`config.mk`:
```
export PLATFORM = sky130hd
export DESIGN_NAME = mem_access_ctrl
export DESIGN_NICKNAME = d
export VERILOG_FILES = /design/src/rtl/cpu_mem_pkg.sv /design/src/rtl/rr_arb2.sv /design/src/rtl/mem_access_ctrl.sv
export SDC_FILE = /design/constraint.sdc
export NUM_CORES = 1
export LEC_CHECK = 0
export ABC_AREA = 1
export CORE_MARGIN = 2
export CORE_UTILIZATION = 30
export CTS_BUF_LIST = sky130_fd_sc_hd__clkbuf_16
export DETAILED_ROUTE_END_ITERATION = 10
export GPL_ROUTABILITY_DRIVEN = 1
export SYNTH_ARGS = -nofsm -noshare
export SYNTH_HDL_FRONTEND = slang
export SYNTH_SLANG_ARGS = --single-unit
```
`constraint.sdc`:
```
create_clock -name clk -period 1.4 [get_ports clk]
set_clock_uncertainty 0.05 [all_clocks]
set_input_delay 0.28 -clock clk [delete_from_list [all_inputs] [get_ports clk]]
set_output_delay 0.28 -clock clk [all_outputs]
set_load 0.01 [all_outputs]
```
`src/rtl/cpu_mem_pkg.sv`:
```
// Shared types for the CPU memory-port sequencer.
// Provides the sequencer state encoding, the requester id encoding and the
// default bus widths used by mem_access_ctrl and rr_arb2.
package cpu_mem_pkg;

  localparam int DATA_W_DEF = 16;
  localparam int ADDR_W_DEF = 8;

  typedef enum logic [1:0] {
    ST_IDLE   = 2'd0,
    ST_ACCESS = 2'd1,
    ST_DONE   = 2'd2
  } state_t;

  typedef enum logic {
    REQ_IF = 1'b0,
    REQ_LS = 1'b1
  } req_id_t;

endpackage

```
`src/rtl/rr_arb2.sv`:
```
// Two-way round-robin arbiter between instruction fetch and load/store.
// Ports:
//   clk, rst_n      clock, async active-low reset
//   if_req, ls_req  request levels
//   take            grant is being consumed this cycle (updates history)
//   gnt_vld         at least one request pending
//   gnt_id          winning requester
// last_grant resets to LS so that IF wins the first tie.
module rr_arb2
  import cpu_mem_pkg::*;
(
  input  logic    clk,
  input  logic    rst_n,
  input  logic    if_req,
  input  logic    ls_req,
  input  logic    take,
  output logic    gnt_vld,
  output req_id_t gnt_id
);

  req_id_t last_grant;

  always_comb begin
    gnt_vld = if_req | ls_req;
    if (if_req && ls_req)
      gnt_id = (last_grant == REQ_LS) ? REQ_IF : REQ_LS;
    else if (if_req)
      gnt_id = REQ_IF;
    else
      gnt_id = REQ_LS;
  end

  always_ff @(posedge clk or negedge rst_n) begin
    if (!rst_n)
      last_grant <= REQ_LS;
    else if (take && gnt_vld)
      last_grant <= gnt_id;
  end

endmodule

```
`src/rtl/mem_access_ctrl.sv`:
```
// Sequences the single memory port between instruction fetch (IF) and
// load/store (LS), and owns the data register holding the last read result.
// Ports:
//   clk, rst_n                       clock, async active-low reset
//   if_req/if_addr/if_ack            fetch request, address, completion pulse
//   ls_req/ls_we/ls_addr/ls_wdata    load/store request and operands
//   ls_ack                           load/store completion pulse
//   mem_en/mem_we/mem_addr/mem_wdata memory command (registered)
//   mem_rdata                        memory read data, valid in last ACCESS cycle
//   rd_data                          last read result, held until next read
//   busy                             sequencer not idle
// Each transfer takes MEM_LAT+2 cycles: grant, MEM_LAT access cycles, ack.
module mem_access_ctrl
  import cpu_mem_pkg::*;
#(
  parameter int DATA_W  = DATA_W_DEF,
  parameter int ADDR_W  = ADDR_W_DEF,
  parameter int MEM_LAT = 2
) (
  input  logic              clk,
  input  logic              rst_n,
  input  logic              if_req,
  input  logic [ADDR_W-1:0] if_addr,
  output logic              if_ack,
  input  logic              ls_req,
  input  logic              ls_we,
  input  logic [ADDR_W-1:0] ls_addr,
  input  logic [DATA_W-1:0] ls_wdata,
  output logic              ls_ack,
  output logic              mem_en,
  output logic              mem_we,
  output logic [ADDR_W-1:0] mem_addr,
  output logic [DATA_W-1:0] mem_wdata,
  input  logic [DATA_W-1:0] mem_rdata,
  output logic [DATA_W-1:0] rd_data,
  output logic              busy
);

  localparam int CNT_W = 4;

  state_t          state;
  req_id_t         cur_id;
  logic [CNT_W-1:0] cnt;
  logic            gnt_vld;
  req_id_t         gnt_id;

  // Arbiter history only advances when the grant is actually taken in IDLE.
  rr_arb2 u_arb (
    .clk     (clk),
    .rst_n   (rst_n),
    .if_req  (if_req),
    .ls_req  (ls_req),
    .take    (state == ST_IDLE),
    .gnt_vld (gnt_vld),
    .gnt_id  (gnt_id)
  );

  assign busy = (state != ST_IDLE);

  always_ff @(posedge clk or negedge rst_n) begin
    if (!rst_n) begin
      state     <= ST_IDLE;
      cur_id    <= REQ_IF;
      cnt       <= '0;
      if_ack    <= 1'b0;
      ls_ack    <= 1'b0;
      mem_en    <= 1'b0;
      mem_we    <= 1'b0;
      mem_addr  <= '0;
      mem_wdata <= '0;
      rd_data   <= '0;
    end else begin
      case (state)
        ST_IDLE: begin
          if (gnt_vld) begin
            state  <= ST_ACCESS;
            cur_id <= gnt_id;
            cnt    <= CNT_W'(MEM_LAT - 1);
            mem_en <= 1'b1;
            // Requester operands are latched here and ignored afterwards.
            if (gnt_id == REQ_IF) begin
              mem_addr  <= if_addr;
              mem_we    <= 1'b0;
              mem_wdata <= '0;
            end else begin
              mem_addr  <= ls_addr;
              mem_we    <= ls_we;
              mem_wdata <= ls_wdata;
            end
          end
        end
        ST_ACCESS: begin
          if (cnt == '0) begin
            state  <= ST_DONE;
            mem_en <= 1'b0;
            mem_we <= 1'b0;
            if (!mem_we)
              rd_data <= mem_rdata;
            if (cur_id == REQ_IF)
              if_ack <= 1'b1;
            else
              ls_ack <= 1'b1;
          end else begin
            cnt <= cnt - 1'b1;
          end
        end
        ST_DONE: begin
          state  <= ST_IDLE;
          if_ack <= 1'b0;
          ls_ack <= 1'b0;
        end
        default: begin
          state  <= ST_IDLE;
          mem_en <= 1'b0;
          mem_we <= 1'b0;
          if_ack <= 1'b0;
          ls_ack <= 1'b0;
        end
      endcase
    end
  end

endmodule
```
Yosys cells after proc, flatten, opt, wreduce, memory -nomap -nowiden. Cells that the tools add are included.

Add/subtract/negate cells: 1. Equal/unequal tests: 7. Mux-type cells: 23. Bitwise operators: 4. Reductions and logical operators: 13.

Operators by type and width (count): $mux 16 (1); $reduce_and 3->1 (5); $mux 1 (11); $ne 2x2->1 const B (5); $mux 4 (2); $mux 8 (1); $pmux 4 s2 (1); $pmux 1 s3 (2); $logic_not 4->1 (1); $mux 2 (2); $pmux 1 s2 (2); $pmux 2 s2 (1); $reduce_and 2->1 (2); $reduce_bool 2->1 (2); $sub 4x1->4 const B (1); $not 1->1 (3); $eq 2x1->1 const B (1); $eq 2x2->1 const B (1); $logic_and 1x1->1 (2); $logic_not 2->1 (1); $or 1x1->1 (1).

Register bits: 52. Bits of input ports: 53.

Depth between registers and ports, before layout. Gate-level depths: netlist (run 1).

Word-level depth: 5. Gate-level depth with buffers: 8. Gate-level depth less buffers: 7.

Hierarchy. A second synthesis (run 1) with hierarchy kept.

Cell total of the unflattened synthesis: 258. Area total of the unflattened synthesis: 2242.2 sq um.

Modules (own cells, without submodules): mem_access_ctrl (times used 1, cells an instance 249, area an instance 2182.1 sq um, sequential area each 1276.2 sq um); rr_arb2 (times used 1, cells an instance 9, area an instance 60.1 sq um, sequential area each 26.3 sq um).

Worst setup path before layout (run 1). Ideal clock, no wire load.

Path kind: flip-flop to flip-flop. Start point: reg cnt[0]. End point: reg rd_data[10]. Setup time: 0.117 ns. Arrival time: 1.203 ns. Data required time: 1.233 ns. Slack: 0.030 ns. Stages on the path, launching flop included: 9. Period minus slack after synthesis: 1.370 ns. Cells stage by stage: dfrtp_1 > inv_1 > ha_1 > nand2_2 > nor2_8 > nand2_4 > buf_6 > nand2_1 > nand2_1.

Longest elaborated chain between the ends: 2.

Ends and longest elaborated chain: from (decl) (RTL line mem_access_ctrl.sv:43) `logic [CNT_W-1:0] cnt;`; from (signal assigned) (RTL line mem_access_ctrl.sv:78) `cnt <= CNT_W'(MEM_LAT - 1);`; from (signal assigned) (RTL line mem_access_ctrl.sv:104) `cnt <= cnt - 1'b1;`; $logic_not 4->1 (RTL line mem_access_ctrl.sv:93) `if (cnt == '0) begin`; $reduce_and 3->1 (no source line); to (signal assigned) (RTL line mem_access_ctrl.sv:98) `rd_data <= mem_rdata;`; to (decl) (RTL line mem_access_ctrl.sv:35) `output logic [DATA_W-1:0] rd_data,`.

Every way passes these cells. A chain may end at the register's enable or synchronous reset.

Worst setup path after layout (run 1).
Start point: reg state[1]. End point: out busy.

Longest elaborated chain between the ends: 1.

Ends and longest elaborated chain: from (decl) (RTL line mem_access_ctrl.sv:41) `state_t state;`; from (signal assigned) (RTL line mem_access_ctrl.sv:62) `state <= ST_IDLE;`; from (signal assigned) (RTL line mem_access_ctrl.sv:76) `state <= ST_ACCESS;`; from (signal assigned) (RTL line mem_access_ctrl.sv:94) `state <= ST_DONE;`; $reduce_bool 2->1 (RTL line mem_access_ctrl.sv:58) `assign busy = (state != ST_IDLE);`; to (decl) (RTL line mem_access_ctrl.sv:36) `output logic busy`.

Every way passes these cells.

==> load_flow_metrics.sql, run 1 <==
INSERT INTO impl_metrics (metric_group, metric, value, unit) VALUES
('yosys', 'synthesis.area_per_instance', '8.95', 'µm²'),
('sta', 'maxClockFrequency', '735', 'MHz'),
('yosys', 'ys_warn_count', '0', ''),
('final_layout', 'layout.cells.non_filler', '462', ''),
('route', 'met2_wirelength', '2.53', 'mm'),
('global_routing', 'number_of_global_route_vias_before_repair', '1992', ''),
('global_routing', 'grt-ovfl-total', '0', ''),
('setup_path', 'crit_path_end_kind', 'output port', ''),
('yosys', 'ys_top_cells_by_count', '100 x sky130_fd_sc_hd__nand2_1, 51 x sky130_fd_sc_hd__dfrtp_1, 23 x sky130_fd_sc_hd__o21ai_0', ''),
('yosys', 'top_count_cell_post_synth', 'sky130_fd_sc_hd__nand2_1', ''),
('yosys', 'synth_nets', '301', ''),
('yosys', 'ys_types', '24', ''),
('yosys', 'synth-seq-area-share', '0.591', ''),
('floorplan', 'die_height', '89.7', 'µm'),
('floorplan', 'fp-row-count', '31', ''),
('route', 'detail_route.wl_per_cell', '11.5', 'µm'),
('setup_path', 'ff2ff_setup_slack', '0.04', 'ns'),
('global_routing', 'grt_pass1_wl', '8.67', 'mm'),
('place', 'numPortBuffers', '97', ''),
('power', 'power.density', '2060', 'mW/mm²'),
('cts', 'clkLatencyLatePin', '0.29', 'ns'),
('floorplan', 'fp.coreArea', '0.00718', 'mm²'),
('sta', 'hold_viol', '0', ''),
('place', 'routabilityCongestion', '0.768', ''),
('route', 'dr.first_iter.drc_count', '107', ''),
('final_layout', 'drive_above_1_share', '0.116', ''),
('final_layout', 'finish.utilization', '0.490', ''),
('route', 'detail_route.first_pass.iterations', '4', ''),
('sta', 'finalCritPeriodShare', '0.972', ''),
('floorplan', 'die_width', '89.7', 'µm'),
('sta', 'slew_headroom', '0.812', ''),
('global_routing', 'global_route.usage.total', '0.139', ''),
('route', 'dr.max_layer_used', 'met4', ''),
('place', 'placed_cells_incl_taps', '451', ''),
('sta', 'final_max_slew_viol_count', '0', ''),
('cts', 'cts_tree', 'built', ''),
('job', 'timing.max_cap.violations', '0', ''),
('final_layout', 'number_of_nets_in_the_final_layout', '417', ''),
('global_routing', 'number_of_antenna_violations_at_the_first_check_in_global_routing', '0', ''),
('setup_path', 'worstReg2RegEnd', 'rd_data[8]$_DFFE_PN0P_', ''),
('setup_path', 'top_fanout_value_on_the_critical_path', '2', ''),
('setup_path', 'setup.worst_path.class', 'flip-flop to output port', ''),
('floorplan', 'die_area', '0.00804', 'mm²'),
('yosys', 'async_reset_ff_frac', '1.00', ''),
('setup_path', 'reg2reg_depth', '7', ''),
('final_layout', 'antenna-diode-count', '0', ''),
('worst_hold_path', 'hp-start', 'rd_data[4]$_DFFE_PN0P_', ''),
('yosys', 'count_of_flip_flops_with_a_built_in_enable_after_synthesis', '0', ''),
('setup_path', 'startpoint_type', 'flip-flop', ''),
('yosys', 'mappedNetlistArea', '0.00220', 'mm²'),
('route', 'viasPerCell', '4.21', ''),
('cts', 'cts-root-to-sink-buffers', '2', ''),
('sta', 'layout_setup_ws', '0.0396', 'ns'),
('setup_path', 'required', '1.07', 'ns'),
('outcome', 'status', 'completed', ''),
('cts', 'cts.sinks', '52', ''),
('route', 'met3_wirelength', '330', 'µm'),
('sta', 'min_period', '1.36', 'ns'),
('floorplan', 'top_level_ports', '98', ''),
('setup_path', 'worst_ep_arrival_time', '1.03', 'ns'),
('sta', 'timing_worst_slew_pin_value', '0.281', 'ns'),
('route', 'drc_violations_left', '0', ''),
('global_routing', 'grt_start_max_net_pins', '53', ''),
('setup_path', 'cp_cell_sequence', 'nor2_2 > inv_2 > clkbuf_2', ''),
('place', 'place_area', '0.00337', 'mm²'),
('place', 'dp_worst_setup_slack', '-0.189', 'ns'),
('cts', 'cts_inserted_buffers', '5', ''),
('setup_path', 'worst_path_max_delay_cell', 'sky130_fd_sc_hd__dfrtp_1', ''),
('sta', 'timing.hold.ws', '0.414', 'ns'),
('sta', 'rsz0062_at_grt', 'yes', ''),
('worst_hold_path', 'min_path_type', 'flip-flop to flip-flop', '');
-- per-layer routing --
| layer | vias to the layer above | global-route usage |
|---|---|---|
| met3 | 6 | 0.0411 |
| li1 | 1008 | - |
| met5 | - | 0 |
| met2 | 55 | 0.234 |
| met1 | 874 | 0.176 |
| met4 | 0 | 0.0366 |
-- cell type report --
type                            count  area [µm²]
Sequential cell                    52        1300
Inverter                           15        61.3
Tap cell                           99         124
Multi-Input combinational cell    171         800
Timing Repair Buffer              117        1090
Clock inverter                      3        16.3
Fill cell                         691        3660
Clock buffer                        5         125
-- stage by stage --
stage	TNS, ns	power [mW]
floorplan	0	4.50
global placement	-3.60	6.37
detailed placement	-4.55	6.41
CTS	-0.122	7.22
global route	-0.445	7.90
finish	0	7.24
-- what timing repair did --
| item | in CTS | in global routing |
|---|---|---|
| buffers inserted | 0 | 2 |
| hold buffers | 1 | 0 |
| gates cloned | 0 | 0 |
| endpoints found under the setup margin | 48 | 35 |
| hold endpoints to repair | 51 | 0 |
| gates resized for setup | 46 | 16 |
| pin swaps | 0 | 3 |
-- logic make-up after synthesis --
family,after synthesis,synth area share
buffers and inverters,23,0.0540
AND/OR/NAND/NOR,142,0.278
AO/OA/AOI/OAI,26,0.0608
adder cells (fa/ha/maj),2,0.0114
flip-flops,52,0.591
XOR/XNOR,1,0.00398
-- flip-flops by register name (all words and copies together), names as in the netlist --
signal / flops
mem_addr: 8
u_arb.last_grant: 1
cur_id: 1
mem_en: 1
mem_we: 1
if_ack: 1
state: 2
rd_data: 16
cnt: 4
mem_wdata: 16
ls_ack: 1
-- critical path, delay by kind of cell, from the launching register on --
| family | cells | cell delay, ns |
|---|---|---|
| DFF | 1 | 0.40 |
| and+or+nand+nor | 1 | 0.17 |
| buffers and inverters | 2 | 0.17 |
-- worst max-delay path by stage --
| stage | end | cells past startpoint | from |
|---|---|---|---|
| CTS | busy | 3 | state[0]$_DFFE_PN0P_ |
| floorplan | rd_data[10]$_DFFE_PN0P_ | 8 | cnt[0]$_DFFE_PN0P_ |
| detailed placement | cur_id$_DFFE_PN0P_ | 6 | if_req |
| global route | mem_wdata[3]$_DFFE_PN0P_ | 8 | u_arb.last_grant$_DFFE_PN1P_ |
| finish | busy | 3 | state[1]$_DFFE_PN0P_ |
| global placement | cur_id$_DFFE_PN0P_ | 6 | if_req |
-- cells in the final DEF (no fill, tap or decap), types with 2 or more instances in the layout --
cell / netlist / routed
sky130_fd_sc_hd__a21oi_1: 2 / 2
sky130_fd_sc_hd__buf_12: 0 / 2
sky130_fd_sc_hd__buf_4: 2 / 16
sky130_fd_sc_hd__clkbuf_16: 0 / 5
sky130_fd_sc_hd__clkdlybuf4s50_1: 0 / 51
sky130_fd_sc_hd__dfrtp_1: 51 / 51
sky130_fd_sc_hd__dlygate4sd2_1: 0 / 44
sky130_fd_sc_hd__ha_1: 2 / 2
sky130_fd_sc_hd__inv_1: 11 / 11
sky130_fd_sc_hd__inv_2: 3 / 3
sky130_fd_sc_hd__inv_4: 0 / 2
sky130_fd_sc_hd__nand2_1: 100 / 98
sky130_fd_sc_hd__nand2_2: 1 / 2
sky130_fd_sc_hd__nand3_1: 20 / 20
sky130_fd_sc_hd__nor2_1: 15 / 15
sky130_fd_sc_hd__nor2_8: 2 / 2
sky130_fd_sc_hd__o21ai_0: 23 / 17
sky130_fd_sc_hd__o21ai_1: 0 / 6
-- where the power goes --
part | total [mW] | switching, mW | internal (mW)
sequential | 2.56 | 0.350 | 2.21
combinational | 3.50 | 1.93 | 1.57
clock | 1.17 | 0.519 | 0.653
Power figures use the tool's default switching activity.
==> run 2, diff against run 1 <==
Settings changed: CTS_BUF_LIST sky130_fd_sc_hd__clkbuf_16 to sky130_fd_sc_hd__clkbuf_4.
==> run 2 against run 1 <==
Against the previous run: the run now ends with negative setup slack left; sequential cell count stayed put; worst setup slack worse by 0.081 ns; combinational power is 19% higher; total power is 3.0% higher; non-clock buffer count is 19 higher; final cell count is 4.1% higher; routed wire length is 5.7% higher; global-route usage is 0.15 points lower; critical endpoint unchanged.
==> load_flow_metrics.sql, run 2 (synthesis results as in run 1) <==
INSERT INTO impl_metrics (metric_group, metric, value, unit) VALUES
('final_layout', 'final_cell_mix', '85 x sky130_fd_sc_hd__nand2_1, 51 x sky130_fd_sc_hd__dfrtp_1, 51 x sky130_fd_sc_hd__clkdlybuf4s50_1, 31 x sky130_fd_sc_hd__buf_4, 29 x sky130_fd_sc_hd__clkdlybuf4s15_1', ''),
('route', 'detail_route.first_pass.iterations', '4', ''),
('cts', 'clkLatencyLatePin', '0.36', 'ns'),
('power', 'internal_power', '4.49', 'mW'),
('power', 'power.density', '2030', 'mW/mm²'),
('sta', 'hold_viol', '0', ''),
('route', 'dr.first_iter.drc_count', '84', ''),
('floorplan', 'die_area', '0.00804', 'mm²'),
('final_layout', 'antenna-diode-count', '0', ''),
('power', 'switching_share', '0.398', ''),
('setup_path', 'required', '1.07', 'ns'),
('cts', 'cts_inserted_buffers', '5', ''),
('power', 'power.sequential.fraction', '0.345', ''),
('outcome', 'violations', 'negative setup slack', ''),
('cts', 'cts.root.buffer_cell', 'sky130_fd_sc_hd__clkbuf_4', ''),
('power', 'comb_power_share', '0.561', ''),
('cts', 'cts_tree', 'built', ''),
('sta', 'timing_worst_slew_pin_value', '0.285', 'ns'),
('outcome', 'status', 'complete, but fails checks', ''),
('final_layout', 'layout.cells.most_common', 'sky130_fd_sc_hd__nand2_1', ''),
('floorplan', 'fp.coreArea', '0.00718', 'mm²'),
('cts', 'path_clk_slew', '0.15', 'ns'),
('sta', 'min_period', '1.44', 'ns'),
('global_routing', 'grt_pass1_wl', '8.68', 'mm'),
('final_layout', 'reg_top3', 'mem_wdata: 16 flops, rd_data: 16 flops, mem_addr: 8 flops', ''),
('setup_path', 'worst_ep_arrival_time', '1.11', 'ns'),
('power', 'total_switching_power', '2.97', 'mW'),
('power', 'power_leakage', '1.87', 'nW'),
('cts', 'cts-root-to-sink-buffers', '2', ''),
('sta', 'layout_setup_ws', '-0.0410', 'ns'),
('place', 'place_area', '0.00337', 'mm²'),
('cts', 'ctsHtreeMaxLevel', '2', ''),
('final_layout', 'number_of_nets_in_the_final_layout', '436', ''),
('final_layout', 'p_r_area_growth_vs_syn', '67.2', '%'),
('route', 'detail_route.wl_per_cell', '11.7', 'µm'),
('floorplan', 'die_height', '89.7', 'µm'),
('cts', 'cts.sinks', '52', ''),
('global_routing', 'number_of_global_route_vias_before_repair', '2026', ''),
('sta', 'maxClockFrequency', '694', 'MHz'),
('setup_path', 'reg2reg_depth', '8', ''),
('final_layout', 'finish.instance_area', '0.00368', 'mm²'),
('place', 'routabilityCongestion', '0.768', ''),
('global_routing', 'global_route.usage.total', '0.138', ''),
('setup_path', 'startpoint_type', 'flip-flop', ''),
('final_layout', 'drive_above_1_share', '0.233', ''),
('sta', 'final_max_slew_viol_count', '0', ''),
('route', 'drc_violations_left', '0', ''),
('place', 'numPortBuffers', '97', ''),
('global_routing', 'number_of_antenna_violations_at_the_first_check_in_global_routing', '0', ''),
('floorplan', 'die_width', '89.7', 'µm'),
('worst_hold_path', 'min_path_type', 'input port to asynchronous set/reset pin', ''),
('route', 'postRouteAntennaNets', '0', ''),
('floorplan', 'fp-row-count', '31', ''),
('setup_path', 'worstReg2RegEnd', 'mem_wdata[13]$_DFFE_PN0P_', ''),
('setup_path', 'top_fanout_value_on_the_critical_path', '2', ''),
('power', 'clock_power_share', '0.094', ''),
('floorplan', 'top_level_ports', '98', ''),
('global_routing', 'grt-ovfl-total', '0', ''),
('final_layout', 'multiInputGateArea', '875', 'µm²'),
('setup_path', 'worst_r2r_startpoint', 'state[1]$_DFFE_PN0P_', ''),
('floorplan', 'floorplan.initialDensity', '0.307', ''),
('setup_path', 'crit_path_end_kind', 'output port', ''),
('sta', 'rsz0062_at_grt', 'yes', ''),
('final_layout', 'fillers', '644', ''),
('sta', 'finalCritPeriodShare', '1.03', ''),
('route', 'viasPerCell', '4.26', ''),
('sta', 'report.final.setup_viol', '12', ''),
('setup_path', 'ff2ff_setup_slack', '-0.03', 'ns'),
('sta', 'slew_headroom', '0.810', ''),
('power', 'totalPowerFinal', '7.46', 'mW'),
('setup_path', 'setup.worst_path.class', 'flip-flop to output port', ''),
('route', 'num_vias', '2049', ''),
('power', 'worst_ir_drop_vdd', '0.000759', 'V'),
('route', 'routed_wirelength', '5.63', 'mm'),
('place', 'dp_hpwl', '3.91', 'mm'),
('global_routing', 'grt_start_max_net_pins', '53', ''),
('final_layout', 'regArea', '0.00130', 'mm²'),
('job', 'timing.max_cap.violations', '0', '');
[run 2: final cells by class]
type | count | area share
Sequential cell | 52 | 0.354
Tap cell | 99 | 0.0336
Timing Repair Buffer | 136 | 0.341
Clock inverter | 1 | 0.00238
Multi-Input combinational cell | 171 | 0.238
Inverter | 15 | 0.0173
Clock buffer | 7 | 0.0143
[run 2: routing by layer]
| layer | share of wire | vias up | track usage |
|---|---|---|---|
| li1 | - | 1047 | - |
| met1 | 0.43 | 939 | 0.171 |
| met2 | 0.50 | 58 | 0.242 |
| met3 | 0.060 | 5 | 0.0384 |
| met4 | 0.0046 | 0 | 0.0244 |
| met5 | 0 | - | 0 |
[run 2: worst max-delay path, cell delays in order (launching register included)]
cell	delay, ns
sky130_fd_sc_hd__dfrtp_1	0.43
sky130_fd_sc_hd__nor2_2	0.14
sky130_fd_sc_hd__inv_1	0.07
sky130_fd_sc_hd__clkbuf_2	0.13
[run 2: worst max path at each step]
stage	from	end	slack (ns)	cells after the start
6_report	state[1]$_DFFE_PN0P_	busy	-0.04	3
4_1_cts	state[0]$_DFFE_PN0P_	busy	-0.22	3
5_1_grt	state[1]$_DFFE_PN0P_	busy	-0.12	3
2_1_floorplan	cnt[0]$_DFFE_PN0P_	rd_data[10]$_DFFE_PN0P_	0.03	8
3_3_place_gp	if_req	cur_id$_DFFE_PN0P_	-0.16	6
3_5_place_dp	if_req	cur_id$_DFFE_PN0P_	-0.19	6
[run 2: power by group through the flow]
stage          logic [mW]  registers (mW)  clock network [mW]
2_1_floorplan        1.64            2.86                   0
3_3_place_gp         3.76            2.60                   0
3_5_place_dp         3.81            2.60                   0
4_1_cts              3.65            2.57               0.744
5_1_grt              4.66            2.65               0.789
6_report             4.18            2.57               0.701
[run 2: per-stage QoR]
step | worst slack (ns) | setup TNS, ns | cells | hold slack [ns] | utilization
after floorplan | 0.0302 | 0 | 246 | -0.0656 | -
after global placement | -0.161 | -3.60 | 451 | 0.245 | 0.470
after detailed placement | -0.189 | -4.55 | 451 | 0.248 | 0.470
after CTS | -0.225 | -0.225 | 467 | 0.353 | 0.486
after global routing | -0.116 | -1.17 | 481 | 0.368 | 0.513
final | -0.0410 | -0.202 | 481 | 0.365 | 0.513
[run 2: repair_timing]
item	CTS	global route
setup endpoints to repair	48	62
resized for setup	81	66
setup buffers	7	11
hold endpoints to repair	51	0
cloned	0	3
hold buffers	1	0
pin swaps	0	9
